### src/rtl/xram_arb.sv
// rtl/xram_arb.sv - two-master round-robin XRAM arbiter with transfer watchdog
module xram_arb #(
  parameter int          AW      = 16,
  parameter int          DW      = 8,
  parameter int          TIMEOUT = 64,
  parameter logic [DW-1:0] TO_DATA = 8'hFF
) (
  input  logic          clk,
  input  logic          rst,

  input  logic [AW-1:0] m0_addr,
  input  logic [DW-1:0] m0_wdata,
  input  logic          m0_wr,
  input  logic          m0_stb,
  output logic [DW-1:0] m0_rdata,
  output logic          m0_ack,

  input  logic [AW-1:0] m1_addr,
  input  logic [DW-1:0] m1_wdata,
  input  logic          m1_wr,
  input  logic          m1_stb,
  output logic [DW-1:0] m1_rdata,
  output logic          m1_ack,

  output logic [AW-1:0] xram_addr,
  output logic [DW-1:0] xram_data_out,
  input  logic [DW-1:0] xram_data_in,
  output logic          xram_wr,
  output logic          xram_stb,
  input  logic          xram_ack,

  input  logic          err_clr,
  output logic [1:0]    arb_owner,
  output logic          arb_err
);

  // State encoding doubles as the arb_owner status value.
  typedef enum logic [1:0] {
    IDLE = 2'b00,
    GNT0 = 2'b01,
    GNT1 = 2'b10
  } state_t;

  // Counter value on the last cycle a transfer may wait before the watchdog fires.
  localparam logic [7:0] TO_LAST = 8'(TIMEOUT - 1);
  localparam logic       WDOG_EN = (TIMEOUT > 0);

  state_t     state, state_d;
  logic       last_grant;
  logic [7:0] wait_cnt;

  logic       in_gnt;
  logic       sel_stb;
  logic       real_done;
  logic       to_fire;
  logic       done_ack;
  logic [DW-1:0] done_rdata;

  // State register; async reset kills any transfer in flight.
  always_ff @(posedge clk or negedge rst) begin
    if (!rst) begin
      state <= IDLE;
    end else begin
      state <= state_d;
    end
  end

  // Round-robin pointer: remembers which master was granted most recently.
  always_ff @(posedge clk or negedge rst) begin
    if (!rst) begin
      last_grant <= 1'b1;
    end else if (state == IDLE && state_d == GNT0) begin
      last_grant <= 1'b0;
    end else if (state == IDLE && state_d == GNT1) begin
      last_grant <= 1'b1;
    end
  end

  // Watchdog wait counter: zero in IDLE so every grant starts from 0.
  always_ff @(posedge clk or negedge rst) begin
    if (!rst) begin
      wait_cnt <= 8'd0;
    end else if (!in_gnt) begin
      wait_cnt <= 8'd0;
    end else if (!xram_ack) begin
      wait_cnt <= wait_cnt + 8'd1;
    end
  end

  // Sticky timeout flag; a new timeout beats a simultaneous clear.
  always_ff @(posedge clk or negedge rst) begin
    if (!rst) begin
      arb_err <= 1'b0;
    end else if (to_fire) begin
      arb_err <= 1'b1;
    end else if (err_clr) begin
      arb_err <= 1'b0;
    end
  end

  // Transfer completion: real ack first, watchdog only when the slave stays silent.
  always_comb begin
    in_gnt     = (state == GNT0) || (state == GNT1);
    sel_stb    = 1'b0;
    if (state == GNT0) begin
      sel_stb = m0_stb;
    end else if (state == GNT1) begin
      sel_stb = m1_stb;
    end
    real_done  = in_gnt && sel_stb && xram_ack;
    to_fire    = WDOG_EN && in_gnt && sel_stb && !xram_ack && (wait_cnt == TO_LAST);
    done_ack   = real_done || to_fire;
    done_rdata = to_fire ? TO_DATA : xram_data_in;
  end

  // Next-state and output mux; everything idles at zero outside a grant.
  always_comb begin
    state_d       = state;
    xram_addr     = '0;
    xram_data_out = '0;
    xram_wr       = 1'b0;
    xram_stb      = 1'b0;
    m0_ack        = 1'b0;
    m0_rdata      = '0;
    m1_ack        = 1'b0;
    m1_rdata      = '0;

    case (state)
      IDLE: begin
        if (m0_stb && !m1_stb) begin
          state_d = GNT0;
        end else if (m1_stb && !m0_stb) begin
          state_d = GNT1;
        end else if (m0_stb && m1_stb) begin
          state_d = last_grant ? GNT0 : GNT1;
        end
      end

      GNT0: begin
        xram_addr     = m0_addr;
        xram_data_out = m0_wdata;
        xram_wr       = m0_wr;
        xram_stb      = m0_stb;
        m0_rdata      = done_rdata;
        m0_ack        = done_ack;
        // Abort (strobe dropped) or completion both release the slave.
        if (!m0_stb || done_ack) begin
          state_d = IDLE;
        end
      end

      GNT1: begin
        xram_addr     = m1_addr;
        xram_data_out = m1_wdata;
        xram_wr       = m1_wr;
        xram_stb      = m1_stb;
        m1_rdata      = done_rdata;
        m1_ack        = done_ack;
        if (!m1_stb || done_ack) begin
          state_d = IDLE;
        end
      end

      default: begin
        state_d = IDLE;
      end
    endcase
  end

  assign arb_owner = state;

endmodule

### config.mk
export PLATFORM = sky130hd
export DESIGN_NAME = xram_arb
export DESIGN_NICKNAME = d
export VERILOG_FILES = /design/src/rtl/xram_arb.sv
export SDC_FILE = /design/constraint.sdc
export NUM_CORES = 1
export LEC_CHECK = 0
export CAP_MARGIN = 5
export CORE_AREA = 5 5 57 97
export DETAILED_ROUTE_END_ITERATION = 16
export DIE_AREA = 0 0 62 102
export GPL_TIMING_DRIVEN = 0
export PLACE_DENSITY_LB_ADDON = 0.2
export REMOVE_ABC_BUFFERS = 1
export SLEW_MARGIN = 20
export SYNTH_ARGS = -nofsm -noshare
export SYNTH_HDL_FRONTEND = slang
export SYNTH_SLANG_ARGS = --single-unit
### constraint.sdc
create_clock -name clk -period 2 [get_ports clk]
set_input_delay 0.2 -clock clk [delete_from_list [all_inputs] [get_ports clk]]
set_output_delay 0.2 -clock clk [all_outputs]
set_load 0.01 [all_outputs]
* Word-level counts from Yosys, hierarchy flattened
Index checks and enable logic that the tools add are counted. W data, S select, Z words.
Word-level totals: register bits 12, latch bits 0, memory bits (writable) 0, memory bits (read-only) 0, output and inout bits 47, word-level logic and storage cells 54, memories 0
Operators by class: $add $sub $neg 1, multiply operators 0, div/mod/pow operators 0, order comparisons 0, equal/unequal tests 6, shift operators 0, muxes and demuxes 24, bitwise logic cells 0, reduce and logical (&&, ||, !) cells 19
Operator list (number):
- $mux W8 | 5
- $pmux W16 S2 | 1
- $pmux W8 S2 | 1
- $mux W2 | 6
- $logic_and A1 B1 Y1 | 9
- $add A8 B1 Y8 const B | 1
- $eq A8 B6 Y1 const B | 1
- $mux W1 | 8
- $pmux W2 S3 | 1
- $eq A2 B1 Y1 const B | 2
- $eq A2 B2 Y1 const B | 2
- $logic_or A1 B1 Y1 | 4
- $pmux W1 S2 | 2
- $reduce_bool A2 Y1 | 2
- $logic_not A1 Y1 | 3
- $logic_not A2 Y1 | 1
- $ne A2 B2 Y1 const B | 1

* Longest topological paths before layout
Gate-level depths: netlist (run 1).
depth after elaboration 14, gate-level depth with buffers 7, depth with buffers taken out 7

* Least setup slack after synthesis (run 1)
Ideal clock, no wire load.
path kind register to output, start point register state[0], in the netlist arb_owner[0], end point output port m0_rdata[5], arrival 1.960 ns, data required time 1.800 ns, path slack -0.160 ns, cell stages (with the launch flop) 8, path buffers 1, cell sequence dfrtp_1 -> inv_1 -> ha_1 -> and4b_1 -> a31oi_2 -> nor4_4 -> buf_6 -> o21a_1
On the way: cells in the longest elaborated chain, start to end 8, elaborated cells between the ends (all ways) 10, those cells by class 2 x eq/ne; 4 x mux; 4 x reduce/logical
RTL lines:
- from (decl) | RTL line 48 | state_t state, state_d;
- from (signal assigned) | RTL line 64 | state <= state_d;
- $eq A2 B2 Y1 | RTL line 103, 107
- $mux W1 | RTL line 107 | end else if (state == GNT1) begin
- $mux W1 | RTL line 105 | if (state == GNT0) begin
- $logic_and A1 B1 Y1 (3 in series) | RTL line 111 | to_fire = WDOG_EN && in_gnt && sel_stb && !xram_ack && (wait_cnt == TO_LAST);
- $mux W8 | RTL line 113 | done_rdata = to_fire ? TO_DATA : xram_data_in;
- $mux W8 (*) | RTL line 128 | case (state)
- to (decl) | RTL line 15 | output logic [DW-1:0] m0_rdata,
Mark *: on every way between the ends. The rest lies on a longest branch, timed or not.

* Worst setup path after layout (run 1)
start point register state[0], in the netlist arb_owner[0], end point output port m1_rdata[6]
On the way: cells in the longest elaborated chain, start to end 8, elaborated cells between the ends (all ways) 10, those cells by class 2 x eq/ne; 4 x mux; 4 x reduce/logical
RTL lines:
- $eq A2 B2 Y1 | RTL line 103, 107, 128
- $mux W1 | RTL line 107
- $mux W1 | RTL line 105
- $logic_and A1 B1 Y1 (3 in series) | RTL line 111
- $mux W8 | RTL line 113
- $mux W8 (*) | RTL line 128
- to (decl) | RTL line 22 | output logic [DW-1:0] m1_rdata,
Marks and branches as above.

==> results of run 1 <==
-- what timing repair did --
item	4_1_cts	5_1_grt
gates cloned	0	0
buffers inserted	21	3
resized for setup	128	58
setup endpoints to repair	48	38
pin swaps	14	3
-- flip-flops by register name, summed over array words and instances (netlist names) --
name,count
wait_cnt,8
arb_err,1
last_grant,1
arb_owner,2
-- metrics by stage --
stage                     setup slack, ps  hold WS, ps  total power, mW
after floorplan                    -691.1       -95.59            1.235
after global placement              -1777        483.5            2.062
after detailed placement            -1585        492.0            2.046
after CTS                          -234.0        325.2            2.604
after global routing               -326.1        373.1            2.878
final                              -238.4        323.2            2.699
-- final cells by class --
type                    count  area (um2)  share of cell area [%]
multi-input cells         133        1075                   39.40
well taps                  52       65.06                   2.385
flip-flops and latches     12       304.0                   11.15
clock buffers               4       45.04                   1.651
repair buffers            134        1222                   44.82
inverters                   3       16.27                  0.5963
-- cell families (layout without fill, tap and decap cells) --
logic type / Yosys count / count (layout) / share of synthesized area (%)
DFF: 12 / 12 / 22.48
and+or+nand+nor: 62 / 62 / 29.10
AOI/OAI and AO/OA: 57 / 57 / 32.46
buffers and inverters: 16 / 141 / 5.038
muxes: 1 / 1 / 0.7463
adders and majority gates: 6 / 6 / 5.597
xor gates and xnor gates: 7 / 7 / 4.571
-- where the power goes --
part           leakage [nW]  switching, mW  total [mW]  internal (mW)
Sequential            0.158         0.0575       0.349          0.291
Combinational         0.956           1.00        2.12           1.12
Clock                0.0228         0.0872       0.228          0.140
Total                  1.14           1.15        2.70           1.55
-- worst max-delay path by stage --
stage                 start          end  slack [ps]
2_1_floorplan  arb_owner[0]  m0_rdata[0]        -690
3_3_place_gp   arb_owner[0]  m1_rdata[4]       -1780
3_5_place_dp   arb_owner[1]  m1_rdata[4]       -1590
4_1_cts        arb_owner[0]  m1_rdata[6]        -230
5_1_grt        arb_owner[0]  m1_rdata[5]        -330
6_report       arb_owner[0]  m1_rdata[6]        -240
-- layer usage --
metal | vias up | GRT usage, % | part of all wire [%]
met1 | 815 | 18.05 | 33
met5 | - | 0 | 0
li1 | 832 | - | -
met4 | 0 | 9.967 | 4.7
met2 | 106 | 32.43 | 50
met3 | 20 | 7.965 | 12
-- worst max-delay path, cell delays in order, from the launching register on --
cell and delay [ps]:
dfrtp_2 450, buf_12 140, ha_4 150, and4b_1 290, a31oi_4 50, nor4_4 210, buf_12 160, buf_8 100
o21a_1 140, buf_6 110
-- placed cells by master, fill, tap and decap left out, drive strengths merged, types with 3 or more instances in the layout --
cell type / instances
and2: 10
nor2b: 27
ha: 6
dlygate4sd2: 4
xnor2: 7
a22oi: 27
dfrtp: 11
nand3: 5
o21a: 16
clkbuf: 26
clkdlybuf4s15: 3
a21oi: 4
clkdlybuf4s50: 65
buf: 40
nand2: 4
inv: 3
nor2: 6
nand2b: 3
==> summary.txt, run 1 <==
Outcome
  • Status: finished with violations
  • Violated checks: setup timing

Global routing
  • Initial antenna violation count: 0
  • Total global routing overflow: 0
  • Largest net degree at the start of global routing: 20
  • Vias in the first global route: 1,963
  • Total GRT Usage: between 10% and 20%
  • First-pass GRT wire length: 8914 um

Placement
  • Hpwl dp: 4080 um
  • Placed cell count: 310
  • Routability congestion estimate: 0.7743
  • DP Area: 2454 um2
  • PortBufs: 110

STA
  • Fin worst setup slack: -238.4 ps
  • Max-slew violation count: 0
  • Min Tclk post-route: 2238 ps
  • Unrepaired setup endpoints after global routing: true
  • Endpoints failing setup: 21
  • Final setup skew: 2.074 ps
  • Hold violation count in the final report: 0
  • Fin crit share: 111.9%
  • Slew HR: roughly 62%
  • Setup tns final: -4158 ps
  • Fmax: 0.4468 GHz
  • Slew @ Worst Pin: 562.1 ps

Cells and area
  • Antenna diodes: 0
  • Fraction of layout cells with a size suffix above 1: 30.77%
  • Fin area: ~2700 um2
  • Area Growth Syn to Fin: 103.4%
  • Final core utilization: 58.98%
  • Layout net count: 357
  • Cell Count, Final, Fillers Out: 338
  • FILL cells: around 400

Routing
  • Final wirelength: 5855 um
  • Via count: around 1,800
  • Number of DRC markers in iteration 0: 60
  • Via density: 5.246
  • Number of remaining DRC errors: 0
  • Final ANT Viol Nets: 0
  • DRT Pass-1 Iters: 4
  • Post-DR wirelength/cell: around 17 um

Critical path
  • Worst R2R End: last_grant
  • Crit path DAT: 2040 ps
  • Critical path required time: between 1500 and 2000 ps
  • Reg-to-reg critical path startpoint: arb_owner[0]
  • Setup CP Type: flop to primary output
  • R2R depth: 9
  • CP Capture Type: primary output
  • Startpoint type of the worst setup path: flop
  • R2R Setup Slk: -150 ps
  • CP Max Fanout: 7

Clocking
  • Clock slew at reported path FFs: 50 ps
  • CTS root buf: clkbuf_8
  • Cts-stage hold buffer count: 0
  • Clk_lat worst skew: about 240 ps
  • H-tree levels: 1
  • Total CTS buffers: 3
  • Clock buffer depth: 2
  • CTS Sinks: 12
  • TritonCTS clock tree: built

Yosys
  • Asr flop ratio synth: 100.0%
  • Area contributors post-synth: dfrtp_1, a22oi_1, nor2b_1, o21a_1, ha_1
  • Number of library cell types mapped by synthesis: 36
  • Yosys warns: 0
  • FF+latch count, synth: 12
  • Top FF cell, synth: dfrtp_1
  • Mapped Area: about 1300 um2
  • Commonest cells in the netlist: a22oi_1, nor2b_1, o21a_1
  • Seq/Total Area, Yosys: between 20 and 25%
  • EDFF count, synth: 0
  • Synth Area per Inst: 8.331 um2
  • Share of the synthesized area in the top cell type: around a fifth
  • Synth area leader: dfrtp_1
  • Syn Inst Count: around 160

Die
  • Area of the core: 4624 um2
  • I/O pin count: approximately 110
  • Die Y: 102 um
  • Initial Utilization: 29.00%
  • Site Rows: 33
  • Die W: 62 um
  • Die Area: 6324 um2

Pwr
  • PwrDens: a little under 1000 nW/um2
  • Leakage power: 1.137 nW
  • Peak VDD IR: just over 900 uV

Worst hold path
  • Min-Delay Path Class: input pin to async pin

Job
  • Total of max-cap violations: 0
Note: power is estimated with default switching activity, not from simulation.
==> run 2: changes to the inputs <==
--- a/config.mk
+++ b/config.mk
@@ -6,9 +6,9 @@
 export NUM_CORES = 1
 export LEC_CHECK = 0
 export CAP_MARGIN = 5
-export CORE_AREA = 5 5 57 97
+export CORE_AREA = 5 5 55 93
 export DETAILED_ROUTE_END_ITERATION = 16
-export DIE_AREA = 0 0 62 102
+export DIE_AREA = 0 0 60 98
 export GPL_TIMING_DRIVEN = 0
 export PLACE_DENSITY_LB_ADDON = 0.2
 export REMOVE_ABC_BUFFERS = 1
==> constraint.sdc (replaced) <==
create_clock -name clk -period 2.3 [get_ports clk]
set_input_delay 0.23 -clock clk [delete_from_list [all_inputs] [get_ports clk]]
set_output_delay 0.23 -clock clk [all_outputs]
set_load 0.01 [all_outputs]
==> run 2 against run 1 <==
Effect of this change: the flow now finishes without violations; cell area is 1.0% higher; utilization is 4.7 points higher; sequential power fell by 13%; setup slack better by 260 ps; critical path depth down 1; global-route usage rose by 0.90 points; via count down 3.5%; clock power fell by 13%; sequential cell count stayed put; combinational power fell by 17%; highest routed layer unchanged.
==> summary.txt, run 2 (same netlist as run 1, synthesis figures left out) <==
Outcome
  • Status: finished, final reports clean

Routing
  • Final wirelength: 5823 um (-0.55%)
  • Number of DRC markers in iteration 0: 36 (-40%)
  • Via density: 5.169 (-1.5%)
  • Post-DR wirelength/cell: 17.59 um (+1.6%)
  • DRT Pass-1 Iters: 4 (unchanged)
  • Number of remaining DRC errors: 0 (unchanged)
  • Via count: 1,711 (-3.5%)
  • Final ANT Viol Nets: 0 (unchanged)

Global routing
  • Total global routing overflow: 0 (unchanged)
  • First-pass GRT wire length: 9004 um (+1.0%)
  • Total GRT Usage: 19.70% (+0.90 points)
  • Vias in the first global route: 1,863 (-5.1%)
  • Largest net degree at the start of global routing: 28 (+40%)
  • Initial antenna violation count: 0 (unchanged)

STA
  • Fin crit share: 98.94%
  • Endpoints failing setup: 0 (-100%)
  • Max-slew violation count: 0 (unchanged)
  • Unrepaired setup endpoints after global routing: true
  • Min Tclk post-route: 2276 ps
  • Hold violation count in the final report: 0 (unchanged)
  • Slew @ Worst Pin: 563.5 ps (+1.365 ps)
  • Slew HR: 62.32% (-0.091 points)
  • Fmax: 0.4395 GHz
  • Final setup skew: 5.874 ps (+3.799 ps)
  • Setup tns final: 0 ps (+4158 ps)

Die
  • Area of the core: 4324 um2 (-6.5%)
  • Die Y: 98 um (-3.9%)
  • Initial Utilization: 31.02% (+2.0 points)
  • Site Rows: 32 (-3.0%)
  • Die W: 60 um (-3.2%)
  • Die Area: 5880 um2 (-7.0%)
  • I/O pin count: 111 (unchanged)

Pwr
  • Peak VDD IR: 514.1 uV (-43%)
  • P_int: 1.323 mW (-15%)
  • Leakage power: 1.407 nW (+24%)
  • Switching share of total power: 41.62% (-0.89 points)
  • Clk pwr share: 8.7% (+0.3 points)
  • Combinational power share: 77.9% (-0.7 points)
  • Psw: 0.9433 mW (-18%)
  • PwrDens: 822.6 nW/um2 (-17%)
  • Seq pwr share: 13.4% (+0.5 points)

Cells and area
  • Layout net count: 351 (-1.7%)
  • Area Growth Syn to Fin: 105.4%
  • Commonest non-fill, non-tap cell in the layout: clkdlybuf4s50_1
  • Max reg flops: 8 (unchanged)
  • Fraction of layout cells with a size suffix above 1: 18.57% (-12 points)
  • Commonest non-fill, non-tap cells in the layout: clkdlybuf4s50_1, a22oi_1, nor2b_1
  • Antenna diodes: 0 (unchanged)
  • Fin area: 2755 um2 (+1.0%)
  • Top reg by flops: wait_cnt

Critical path
  • CP max stage cell: dfrtp_2
  • Cell chain of the critical path: inv_4 > ha_4 > and4b_1 > a31oi_4 > buf_4 > nor2_4 > and2_1 > dlygate4sd2_1
  • Crit path largest cell delay: 450 ps (about the same)
  • Buf+Inv Stages, Crit Path: 3 (-1)
  • Crit path DAT: 2050 ps (about the same)
  • CP Capture Type: primary output
  • Startpoint type of the worst setup path: flop
  • Setup CP Type: flop to primary output
  • CP Max Fanout: 4 (-3)
  • Critical path required time: 2070 ps (+270 ps)
  • Family with the most delay on the worst path: buffers and inverters

Clocking
  • TritonCTS clock tree: built
  • Total CTS buffers: 3 (unchanged)
  • CTS root buf: clkbuf_8
  • Clock slew at reported path FFs: 50 ps (about the same)
  • Clock buffer depth: 2 (unchanged)
  • CTS Sinks: 12 (unchanged)
  • H-tree levels: 1 (unchanged)
  • Clk_lat worst skew: 240 ps (about the same)
  • Cts-stage hold buffer count: 0 (unchanged)

Job
  • Total of max-cap violations: 0 (unchanged)

Placement
  • Hpwl dp: 4066 um (-0.33%)
  • Routability congestion estimate: 0.8566 (+11%)
  • PortBufs: 110 (unchanged)
  • DP Area: 2452 um2 (about the same)

Worst hold path
  • Min-Delay Path Class: input pin to async pin
[run 2: area by class of cell]
type	instances	area, um2
repair buffers	128	1290
fillers	352	1569
clock buffers	4	45.04
inverters	3	16.27
flip-flops and latches	12	304.0
well taps	51	63.81
multi-input cells	133	1036
[run 2: stage by stage]
stage          std cells  total power, mW  utilization [%]  hold slack, ps  setup WS (ps)
2_1_floorplan        148            1.074                -          -65.59         -421.1
5_1_grt              331            2.403            63.72           403.8         -17.44
4_1_cts              330            2.228            62.01           355.6          1.365
3_5_place_dp         309            1.775            56.71           474.1          -1305
6_report             331            2.267            63.72           350.0          24.44
3_3_place_gp         309            1.779            56.66           469.6          -1453
[run 2: final timing paths]
path                                   start      endpoint  slack (ps)  depth (start not counted)
worst min-delay path                     rst   wait_cnt[4]         350                          1
max in group asynchronous                rst  arb_owner[0]        1540                          1
worst max register to register  arb_owner[0]    last_grant         210                          9
min in group clk                     arb_err       arb_err         480                          1
worst max-delay path            arb_owner[0]        m0_ack          20                          8
worst min register to register       arb_err       arb_err         480                          1
[run 2: what timing repair did]
item,in CTS,in global routing
setup buffers,17,1
pin swaps,4,1
endpoints found under the hold margin,0,0
endpoints found under the setup margin,48,36
resized for setup,87,31
[run 2: routing by layer]
metal / wire length, um / share of wire, % / GRT usage, % / vias up
met5: 0 / 0 / 0 / -
met4: 80 / 1.4 / 4.949 / 0
met3: 624 / 11 / 8.069 / 8
met2: 3146 / 54 / 36.50 / 96
met1: 1972 / 34 / 19.16 / 791
li1: - / - / - / 816
[run 2: power by group through the flow]
stage	logic (mW)	clock network, mW	registers (mW)
4_1_cts	1.73	0.201	0.294
5_1_grt	1.89	0.206	0.305
3_5_place_dp	1.47	0	0.305
6_report	1.77	0.198	0.303
2_1_floorplan	0.777	0	0.296
3_3_place_gp	1.48	0	0.304
==> run 3: changes to the inputs <==
--- a/config.mk
+++ b/config.mk
@@ -5,13 +5,14 @@
 export SDC_FILE = /design/constraint.sdc
 export NUM_CORES = 1
 export LEC_CHECK = 0
-export CAP_MARGIN = 5
 export CORE_AREA = 5 5 55 93
 export DETAILED_ROUTE_END_ITERATION = 16
 export DIE_AREA = 0 0 60 98
 export GPL_TIMING_DRIVEN = 0
 export PLACE_DENSITY_LB_ADDON = 0.2
+export RECOVER_POWER = 50
 export REMOVE_ABC_BUFFERS = 1
+export SKIP_CTS_REPAIR_TIMING = 1
 export SLEW_MARGIN = 20
 export SYNTH_ARGS = -nofsm -noshare
 export SYNTH_HDL_FRONTEND = slang
==> run 3 against run 2 <==
Effect of this change: cell count is 1.8% higher; the flow now finishes with violations (setup timing); sequential share of layout area down 0.094 points; cell area rose by 0.86%; clock skew about the same; critical endpoint is now m0_rdata[4]; critical path type unchanged; utilization increased by 0.55 points; largest power group unchanged.
==> summary.txt, run 3 (same netlist as run 1, synthesis figures left out) <==
STA
  • Slew HR: 62.65% (+0.33 points)
  • Max-slew violation count: 0 (unchanged)
  • Unrepaired setup endpoints after global routing: true
  • Min Tclk post-route: 2602 ps (+326.2 ps)
  • Hold violation count in the final report: 0 (unchanged)
  • Hold slack: 412.6 ps (+62.63 ps)
  • Final setup skew: 5.386 ps (-0.4879 ps)
  • Endpoints failing setup: 36 (+36)
  • Fin worst setup slack: -301.8 ps (-326.2 ps)
  • Fin crit share: 113.1% (+14 points)
  • Slew @ Worst Pin: 558.4 ps (-5.041 ps)
  • Fmax: 0.3844 GHz (-13%)

Clocking
  • Clk_lat worst skew: 250 ps (about the same)
  • CTS Sinks: 12 (unchanged)
  • Total CTS buffers: 3 (unchanged)
  • H-tree levels: 1 (unchanged)
  • CTS root buf: clkbuf_8
  • Clock buffer depth: 2 (unchanged)
  • TritonCTS clock tree: built
  • Clock slew at reported path FFs: 50 ps (about the same)

Critical path
  • Startpoint type of the worst setup path: flop
  • CP Max Fanout: 7 (+3)
  • End of the critical path: m0_rdata[4]
  • Setup CP Type: flop to primary output
  • Cell chain of the critical path: inv_2 > ha_4 > and4b_1 > a31oi_4 > nor4_4 > buf_4 > clkbuf_16 > buf_6 > buf_6 > o21a_1 > buf_6
  • Critical path required time: 2070 ps (about the same)
  • Crit path DAT: 2370 ps (+320 ps)
  • R2R Setup Slk: 350 ps (+140 ps)
  • Reg-to-reg critical path startpoint: arb_owner[0]
  • CP max stage cell: dfrtp_2
  • Crit path from: arb_owner[0]
  • Cell repeated most along the worst path: buf_6
  • R2R depth: 8 (-1)
  • Crit path largest cell delay: 440 ps (about the same)
  • CP Capture Type: primary output
  • Worst R2R End: last_grant

Die
  • Area of the core: 4324 um2 (unchanged)
  • I/O pin count: 111 (unchanged)
  • Initial Utilization: 31.02% (unchanged)
  • Site Rows: 32 (unchanged)
  • Die Y: 98 um (unchanged)
  • Die Area: 5880 um2 (unchanged)
  • Die W: 60 um (unchanged)

Pwr
  • Leakage power: 1.203 nW (-14%)
  • P_int: 1.379 mW (+4.2%)
  • Total Power: 2.325 mW (+2.6%)
  • Switching share of total power: 40.67% (-0.95 points)
  • Combinational power share: 78.3% (+0.4 points)
  • Psw: 0.9455 mW (+0.24%)
  • PwrDens: 836.6 nW/um2 (+1.7%)
  • Clk pwr share: 8.7% (about the same)
  • Peak VDD IR: 587.2 uV (+14%)
  • Seq pwr share: 13.0% (-0.4 points)

Cells and area
  • Final core utilization: 64.27% (+0.55 points)
  • Area Growth Syn to Fin: 107.2%
  • Storage cell area: 304.0 um2 (unchanged)
  • Layout net count: 357 (+1.7%)
  • Cell Count, Final, Fillers Out: 337 (+1.8%)
  • Top reg by flops: wait_cnt
  • Max reg flops: 8 (unchanged)
  • Multi-input gate area: 1021 um2 (-1.4%)
  • FILL cells: 349 (-0.85%)
  • Commonest non-fill, non-tap cell in the layout: clkdlybuf4s50_1
  • Antenna diodes: 0 (unchanged)
  • Commonest non-fill, non-tap cells in the layout: clkdlybuf4s50_1, a22oi_1, nor2b_1
  • Fraction of layout cells with a size suffix above 1: 17.48% (-1.1 points)

Global routing
  • Total GRT Usage: 16.56% (-3.1 points)
  • Total global routing overflow: 0 (unchanged)
  • Vias in the first global route: 1,668 (-10%)
  • First-pass GRT wire length: 7631 um (-15%)
  • Initial antenna violation count: 0 (unchanged)
  • Largest net degree at the start of global routing: 39 (+39%)
  • M3 GR Usage: 8.333% (+0.26 points)
  • GRT met1 Usage: 16.09% (-3.1 points)
  • Gr busiest metal: met2
  • GR met2 Demand/Resource: 29.25% (-7.3 points)

Placement
  • Placed cell count: 309 (unchanged)
  • Hpwl dp: 4066 um (unchanged)
  • Routability congestion estimate: 0.8566 (unchanged)
  • DP Worst Slack: -1305 ps (unchanged)
  • PortBufs: 110 (unchanged)

Routing
  • Via density: 5.282 (+2.2%)
  • Post-DR wirelength/cell: 17.44 um (-0.87%)
  • DRT Pass-1 Iters: 4 (unchanged)
  • Final wirelength: 5877 um (+0.93%)
  • Final ANT Viol Nets: 0 (unchanged)
  • Number of remaining DRC errors: 0 (unchanged)
  • Via count: 1,780 (+4.0%)
  • Number of DRC markers in iteration 0: 61 (+69%)

Job
  • Total of max-cap violations: 0 (unchanged)

Outcome
  • Violated checks: setup timing
  • Status: finished with violations

Worst hold path
  • Min-Delay Path Class: input pin to async pin
run 3: critical path: cells and delay by family, from the launching register on:
kind	cells	cell delay, ps
AND/OR/NAND/NOR	2	310
AO/OA/AOI/OAI	2	390
flip-flops	1	440
buffers and inverters	6	750
adder cells (fa/ha/maj)	1	240
run 3: worst min path at each step:
stage	startpoint	to	slack, ps
floorplan	rst	arb_err	-70
detailed placement	arb_err	arb_err	470
global route	rst	wait_cnt[4]	470
global placement	arb_err	arb_err	470
CTS	rst	wait_cnt[3]	360
finish	rst	wait_cnt[4]	410
run 3: per-layer routing:
metal  wire length, um  share of wire (%)  vias to the layer above
li1                  -                  -                      836
met2              3082                 52                      105
met4               133                2.3                        0
met3               651                 11                       16
met1              2010                 34                      823
met5                 0                  0                        -
run 3: layout make-up:
class / instances / area share, %
Tap cell: 51 / 2.296
Inverter: 3 / 0.4953
Multi-Input combinational cell: 133 / 36.74
Sequential cell: 12 / 10.94
Clock buffer: 4 / 1.621
Timing Repair Buffer: 134 / 47.91
run 3: metrics by stage:
step	setup TNS (ps)	instance area, um2
finish	-4666	2779
global placement	-38950	2450
global route	-7711	2779
detailed placement	-28580	2452
floorplan	-6937	1285
CTS	-40320	2497
run 3: power by group through the flow:
stage | clock network (mW) | logic, mW | registers, mW
detailed placement | 0 | 1.47 | 0.305
global placement | 0 | 1.48 | 0.304
global route | 0.208 | 1.94 | 0.303
floorplan | 0 | 0.777 | 0.296
CTS | 0.201 | 1.48 | 0.301
finish | 0.203 | 1.82 | 0.302
